==> config.mk <==
export PLATFORM = sky130hd
export DESIGN_NAME = neuron_acc_ctrl_flat
export DESIGN_NICKNAME = d
export VERILOG_FILES = /design/src/rtl/neuron_acc_ctrl_if.sv /design/src/rtl/neuron_acc_ctrl.sv /design/src/flat_wrapper.sv
export SDC_FILE = /design/constraint.sdc
export NUM_CORES = 1
export LEC_CHECK = 0
export CORE_MARGIN = 4
export CORE_UTILIZATION = 41
export CTS_BUF_LIST = sky130_fd_sc_hd__clkbuf_4 sky130_fd_sc_hd__clkbuf_8 sky130_fd_sc_hd__clkbuf_16
export DETAILED_ROUTE_END_ITERATION = 16
export HOLD_SLACK_MARGIN = 0.08
export MAX_ROUTING_LAYER = met4
export PLACE_DENSITY = 0.65
export SYNTH_ARGS = -nofsm -noshare
export SYNTH_HDL_FRONTEND = slang
export SYNTH_SLANG_ARGS = --single-unit
==> constraint.sdc <==
create_clock -name i_clk -period 5.75 [get_ports i_clk]
set_input_delay 1.15 -clock i_clk [delete_from_list [all_inputs] [get_ports i_clk]]
set_output_delay 1.15 -clock i_clk [all_outputs]
set_load 0.01 [all_outputs]
==> src/rtl/neuron_acc_ctrl_if.sv <==
// Beat stream from the weight/activation fetch logic into the neuron controller.
// The master drives a beat and in_valid; the slave returns in_ready.
interface neuron_acc_ctrl_if;
   logic in_valid;
   logic in_ready;
   logic x_bit;
   logic w_bit;
   logic mask;

   modport master (
      output in_valid,
      output x_bit,
      output w_bit,
      output mask,
      input  in_ready
   );

   modport slave (
      input  in_valid,
      input  x_bit,
      input  w_bit,
      input  mask,
      output in_ready
   );
endinterface

==> src/rtl/neuron_acc_ctrl.sv <==
// Binary-MLP neuron sequencer: counts N_IN accepted (x,w) beats, steers a -1/+1/0 mux
// into a signed accumulator and reports the sum and its sign.
//
//   state  | meaning
//   S_IDLE | waiting for start; result of last evaluation held
//   S_ACC  | accepting beats, in_ready high
//   S_DONE | one-cycle done pulse; acc and out_bit final
module neuron_acc_ctrl #(
   parameter int N_IN  = 32,
   parameter int ACC_W = 7
) (
   input  logic              i_clk,
   input  logic              i_rst,
   input  logic              i_start,
   neuron_acc_ctrl_if.slave  s_in,
   output logic              o_sel1,
   output logic              o_sel0,
   output logic              o_busy,
   output logic              o_done,
   output logic [ACC_W-1:0]  o_acc,
   output logic              o_out_bit
);

   localparam int CNT_W = $clog2(N_IN + 1);
   localparam logic [ACC_W-1:0] C_IN10 = '1;
   localparam logic [ACC_W-1:0] C_IN01 = ACC_W'(1);
   localparam logic [ACC_W-1:0] C_IN00 = '0;

   typedef enum logic [1:0] {
      S_IDLE = 2'd0,
      S_ACC  = 2'd1,
      S_DONE = 2'd2
   } state_t;

   state_t             r_state;
   logic [ACC_W-1:0]   r_acc;
   logic [CNT_W-1:0]   r_cnt;
   logic               r_out_bit;
   logic               r_in_ready;
   logic               r_busy;
   logic               r_done;

   logic               w_accept;
   logic               w_last;
   logic [1:0]         w_sel;
   logic [ACC_W-1:0]   w_mux_out;
   logic [ACC_W-1:0]   w_acc_nxt;

   assign w_accept = s_in.in_valid & r_in_ready;
   assign w_last   = w_accept && (r_cnt == CNT_W'(N_IN - 1));

   // select 11 is unreachable by construction
   always_comb begin
      w_sel = 2'b00;
      if (w_accept && !s_in.mask) begin
         if (s_in.x_bit ~^ s_in.w_bit) w_sel = 2'b01;
         else                          w_sel = 2'b10;
      end
   end

   always_comb begin
      w_mux_out = C_IN00;
      case (w_sel)
         2'b01:   w_mux_out = C_IN01;
         2'b10:   w_mux_out = C_IN10;
         default: w_mux_out = C_IN00;
      endcase
   end

   assign w_acc_nxt = r_acc + w_mux_out;

   always_ff @(posedge i_clk) begin
      if (i_rst) begin
         r_state    <= S_IDLE;
         r_acc      <= '0;
         r_cnt      <= '0;
         r_out_bit  <= 1'b0;
         r_in_ready <= 1'b0;
         r_busy     <= 1'b0;
         r_done     <= 1'b0;
      end else begin
         case (r_state)
            S_IDLE: begin
               if (i_start) begin
                  r_acc      <= '0;
                  r_cnt      <= '0;
                  r_out_bit  <= 1'b0;
                  r_in_ready <= 1'b1;
                  r_busy     <= 1'b1;
                  r_state    <= S_ACC;
               end
            end
            S_ACC: begin
               if (w_accept) begin
                  r_acc <= w_acc_nxt;
                  r_cnt <= r_cnt + CNT_W'(1);
                  if (w_last) begin
                     r_out_bit  <= ~w_acc_nxt[ACC_W-1];
                     r_in_ready <= 1'b0;
                     r_done     <= 1'b1;
                     r_state    <= S_DONE;
                  end
               end
            end
            S_DONE: begin
               r_done  <= 1'b0;
               r_busy  <= 1'b0;
               r_state <= S_IDLE;
            end
            default: begin
               r_in_ready <= 1'b0;
               r_busy     <= 1'b0;
               r_done     <= 1'b0;
               r_state    <= S_IDLE;
            end
         endcase
      end
   end

   assign s_in.in_ready = r_in_ready;
   assign o_sel1        = w_sel[1];
   assign o_sel0        = w_sel[0];
   assign o_busy        = r_busy;
   assign o_done        = r_done;
   assign o_acc         = r_acc;
   assign o_out_bit     = r_out_bit;

endmodule

==> src/flat_wrapper.sv <==
// flat-port wrapper written by rule: the top's interface ports become plain ports
module neuron_acc_ctrl_flat 
#(
   parameter int N_IN  = 32,
   parameter int ACC_W = 7
)
  (i_clk, i_rst, i_start, o_sel1, o_sel0, o_busy, o_done, o_acc, o_out_bit, s_in_in_valid, s_in_x_bit, s_in_w_bit, s_in_mask, s_in_in_ready);
  neuron_acc_ctrl_if s_in_i ();
  input  logic i_clk;
  input  logic i_rst;
  input  logic i_start;
  output logic o_sel1;
  output logic o_sel0;
  output logic o_busy;
  output logic o_done;
  output logic [ACC_W-1:0] o_acc;
  output logic o_out_bit;
  input wire logic [$bits(s_in_i.in_valid)-1:0] s_in_in_valid;
  input wire logic [$bits(s_in_i.x_bit)-1:0] s_in_x_bit;
  input wire logic [$bits(s_in_i.w_bit)-1:0] s_in_w_bit;
  input wire logic [$bits(s_in_i.mask)-1:0] s_in_mask;
  output wire logic [$bits(s_in_i.in_ready)-1:0] s_in_in_ready;
  assign s_in_i.in_valid = s_in_in_valid;
  assign s_in_i.x_bit = s_in_x_bit;
  assign s_in_i.w_bit = s_in_w_bit;
  assign s_in_i.mask = s_in_mask;
  assign s_in_in_ready = s_in_i.in_ready;
  neuron_acc_ctrl #(.N_IN(N_IN), .ACC_W(ACC_W)) u_core (.i_clk(i_clk), .i_rst(i_rst), .i_start(i_start), .s_in(s_in_i), .o_sel1(o_sel1), .o_sel0(o_sel0), .o_busy(o_busy), .o_done(o_done), .o_acc(o_acc), .o_out_bit(o_out_bit));
endmodule
==> results summary <==
The run finished with clean final reports. The critical path launch point type is an input port. The synthesis-to-layout area growth is 22.5%. The die covers 0.00348 mm2. The summed negative setup slack over all endpoints is 0 ns. The max capacitance violation total is 0. The leakage dissipation came out at 0.517 nW. By area the synthesized netlist is led by sky130_fd_sc_hd__dfxtp_1 36%, sky130_fd_sc_hd__ha_1 8.2%, sky130_fd_sc_hd__a21oi_1 5.6%, sky130_fd_sc_hd__nor2_1 4.2%, sky130_fd_sc_hd__or3_1 2.9%. The clock passes through at most 2 buffers. The initial utilization of the core area, before any placement, comes to 43.0%. The cell area after synthesis is 0.00107 mm2.

Walking the worst path, the cells encountered are clkdlybuf4s50_1 -> nand2_1 -> nor3_1 -> buf_4 -> clkdlybuf4s50_1. The logic gate share of total power came out at 13.0%. Pin placement for this block handled 20 I/O pins. TritonCTS built the clock tree. On the critical path, the stage with the largest delay is an instance of sky130_fd_sc_hd__clkdlybuf4s50_1.

The clock network is responsible for 28.8% of the overall power. During synthesis, Yosys emitted a total of 0 warnings. The wire length per cell is 14.7 um. The cell sitting at the root of the clock tree is a sky130_fd_sc_hd__clkbuf_4. The reg-to-reg endpoint is u_core.o_out_bit$_SDFFE_PP0P_.

At the pin with the least slew margin, the transition time is 0.604 ns. The maximum vdd ir drop is 103 uV. The post-synthesis cell count is 120. The min-delay analysis places its worst path in the category reg2reg. The post-synthesis register bit count is 19.

Of all cell types, the one taking the most synthesized area is sky130_fd_sc_hd__dfxtp_1. The mean area per synthesized cell is 8.88 um2. The first-pass GRT wire length is 4140 um. The internal portion of the total power is 0.173 mW. In this run, distinct cell masters in the synthesized netlist total 37. Per report_power, the sequential group accounts for 58.2% of the total.

Measured against its own limit, the worst slew margin works out to 59.6%. The count of nets left with antenna violations once routing finished came out at 0. The worst setup path is captured at a primary output.

The required time of the worst setup path is 4.60 ns. Clock-pin slew was measured on the worst setup and hold paths at 0.11 ns. The final wirelength came out at 2510 um. The count of nets after finishing is 156. The total of fill cells in the finished design is 249.

In this run the critical register-to-register path is launched from u_core.s_in.in_ready$_SDFFE_PP0P_. The number of DRC violations after detailed-routing iteration 0 is 32. The number of setup buffers added after CTS is 0. The path with the worst hold slack has its endpoint at u_core.o_done$_SDFFE_PP0P_. The floorplan step set the die height to 59.0 um. The area share of the largest cell type after synthesis came out at 35.7%. The cell that appears most often on the critical path is sky130_fd_sc_hd__clkdlybuf4s50_1. The detailed-routing iteration count for the pre-antenna-repair pass came out at 4. The worst hold path was traced through 2 stages. The number of endpoints failing setup at the final stage came out at 0.

The time the final worst path needs with I/O delays and setup came out at 3.91 ns. Entering global routing, the biggest net connects 19 pins. Data on the critical path arrives at its endpoint at 2.76 ns. The clock tree skew after final layout is 0.00393 ns. The synthesized netlist net count is 135. The total inserted antenna cells is 0. The number of global-route vias before repair is 933. The aggregate global routing overflow is 0. The sequential fraction of the synthesis area came out at 35.7%.

The proportion of layout cells with a drive suffix above 1 is 5.00%. The number of gates resized after CTS was 0. The sequential cells in the finished layout cover a total of 380 um2. In this run the power density over the cells is 180 mW/mm2. The post-route DRC violation count is 0. Setup repair after global routing left no endpoint under its margin. The number of rows created at floorplan is 18. The initial antenna violation count was 0.

Once detailed placement completed, the half-perimeter wirelength came to 1830 um. The placeable core area is 0.00248 mm2. The register-to-register setup slack came out at 3.22 ns.

The weighted congestion at the end of routability-driven global placement is 0.824. Dividing the final minimum period by the clock period gives 68.0%. The kind of critical path is in2out.

The number of placed cells counting well taps is 166. The depth of the most critical reg-to-reg path came out at 8. The post-layout utilization of the core is 52.7%. The number of buffers created by CTS is 3.

The number of pins with negative max-slew slack in the final report is 0. The cts-stage hold buffer count is 0. The worst hold path begins at u_core.o_done$_SDFFE_PP0P_.

The insertion delay of the later-clocked pin in the worst-skew pair came out at 0.30 ns. The routed via count divided by cell count came out at 5.75. In this run the worst path has a maximum fanout of 7.

The number of vias after detailed routing is 978. Across every metal layer, demand over resource in global routing totals 16.0%. The fmax came out at 256 MHz. Leaving out fill and tap cells, the most frequent cells in the layout are 19 x sky130_fd_sc_hd__clkdlybuf4s50_1, 19 x sky130_fd_sc_hd__dfxtp_1, 12 x sky130_fd_sc_hd__nor2_1, 12 x sky130_fd_sc_hd__a21oi_1, 7 x sky130_fd_sc_hd__ha_1. The net switching power of the design came out at 0.0616 mW. CTS built an H-tree with a depth of 1. The count of endpoints failing hold in the final timing report came out at 0. The die boundary width came out at 59.0 um.

The clock sink count is 19. The power consumption came out at 0.235 mW. For this run, the number of standard cells in the final layout without fillers is 170. Tracing the worst setup path back leads to its startpoint at s_in_in_valid. The total area of multi-input combinational cells came out at 644 um2. The number of buffer cells added on primary ports is 19. The net switching fraction of the power came out at 26.2%. The largest single stage delay on the critical path is 0.55 ns.
==> through the flow <==
| stage | area, um2 | setup slack [ns] | hold slack [ns] |
|---|---|---|---|
| finish | 1310 | 1.84 | 0.459 |
| floorplan | 1070 | 2.20 | 0.447 |
| global placement | 1280 | 1.85 | 0.445 |
| global route | 1310 | 1.74 | 0.489 |
| detailed placement | 1280 | 1.86 | 0.448 |
| CTS | 1310 | 1.83 | 0.464 |
==> kinds of logic (layout without fill, tap and decap cells) <==
family          count (synthesis)  after routing  synth area share (%)
fa+ha+maj                       8              8                  10.1
simple gates                   38             38                  19.4
mux                             1              1                 0.939
flops                          19             19                  35.7
xor+xnor                        2              2                  1.64
buf+inv                         9             29                  3.87
compound gates                 43             43                  28.4
==> how the worst max path moves through the flow <==
stage / to / depth (start not counted) / slack, ns
floorplan: u_core.o_out_bit$_SDFFE_PP0P_ / 7 / 2.20
CTS: o_sel1 / 5 / 1.83
finish: o_sel1 / 5 / 1.84
global route: o_sel1 / 5 / 1.74
global placement: o_sel1 / 5 / 1.85
detailed placement: o_sel1 / 5 / 1.86
==> registers in the layout, indices dropped and copies added, names as in the netlist <==
| name | cells |
|---|---|
| u_core.o_out_bit | 1 |
| u_core.o_done | 1 |
| u_core.o_busy | 1 |
| u_core.o_acc | 7 |
| u_core.r_state | 2 |
| u_core.r_cnt | 6 |
| u_core.s_in.in_ready | 1 |
==> cell usage after synthesis <==
cell type and number:
sky130_fd_sc_hd__a2111o_1 1, sky130_fd_sc_hd__a211o_1 3, sky130_fd_sc_hd__a211oi_1 3, sky130_fd_sc_hd__a211oi_2 1
sky130_fd_sc_hd__a21o_1 4, sky130_fd_sc_hd__a21oi_1 12, sky130_fd_sc_hd__a22oi_1 4, sky130_fd_sc_hd__and2_1 1
sky130_fd_sc_hd__buf_6 1, sky130_fd_sc_hd__clkbuf_1 3, sky130_fd_sc_hd__dfxtp_1 19, sky130_fd_sc_hd__fa_1 1
sky130_fd_sc_hd__ha_1 7, sky130_fd_sc_hd__inv_1 5, sky130_fd_sc_hd__mux2i_1 1, sky130_fd_sc_hd__nand2_1 4
sky130_fd_sc_hd__nand2b_1 4, sky130_fd_sc_hd__nand3_1 3, sky130_fd_sc_hd__nand3b_1 2, sky130_fd_sc_hd__nand4b_1 2
sky130_fd_sc_hd__nor2_1 12, sky130_fd_sc_hd__nor2b_1 1, sky130_fd_sc_hd__nor3_1 1, sky130_fd_sc_hd__nor4_1 1
sky130_fd_sc_hd__o211a_1 1, sky130_fd_sc_hd__o211ai_1 1, sky130_fd_sc_hd__o21a_1 2, sky130_fd_sc_hd__o21ai_0 4
sky130_fd_sc_hd__o21bai_1 1, sky130_fd_sc_hd__o311ai_0 1, sky130_fd_sc_hd__o31ai_1 3, sky130_fd_sc_hd__o32a_1 1
sky130_fd_sc_hd__o41ai_1 1, sky130_fd_sc_hd__or3_1 5, sky130_fd_sc_hd__or4_1 1, sky130_fd_sc_hd__or4_4 1
sky130_fd_sc_hd__xnor2_1 2
==> per-layer routing <==
metal	vias up	share of wire (%)	track usage, %
met5	-	0	-
met4	0	2.1	7.44
met3	6	4.7	3.92
met2	30	44	23.7
met1	449	49	20.4
li1	493	-	-
==> critical path, delay by kind of cell <==
family | cells | cell delay, ns
buffers and inverters | 3 | 1.27
and+or+nand+nor | 2 | 0.34
==> layout make-up <==
class	instances	area share [%]
Sequential cell	19	29.1
Timing Repair Buffer	20	15.1
Clock buffer	3	1.72
Clock inverter	1	0.383
Tap cell	30	2.87
Multi-Input combinational cell	92	49.3
Inverter	5	1.44
==> power groups by stage <==
stage | Combinational, mW | Clock [mW] | Sequential, mW
floorplan | 0.0181 | 0 | 0.140
detailed placement | 0.0301 | 0 | 0.140
global route | 0.0326 | 0.0763 | 0.137
finish | 0.0304 | 0.0678 | 0.137
CTS | 0.0304 | 0.0720 | 0.137
global placement | 0.0295 | 0 | 0.139
(Power assumes the default switching activity.)
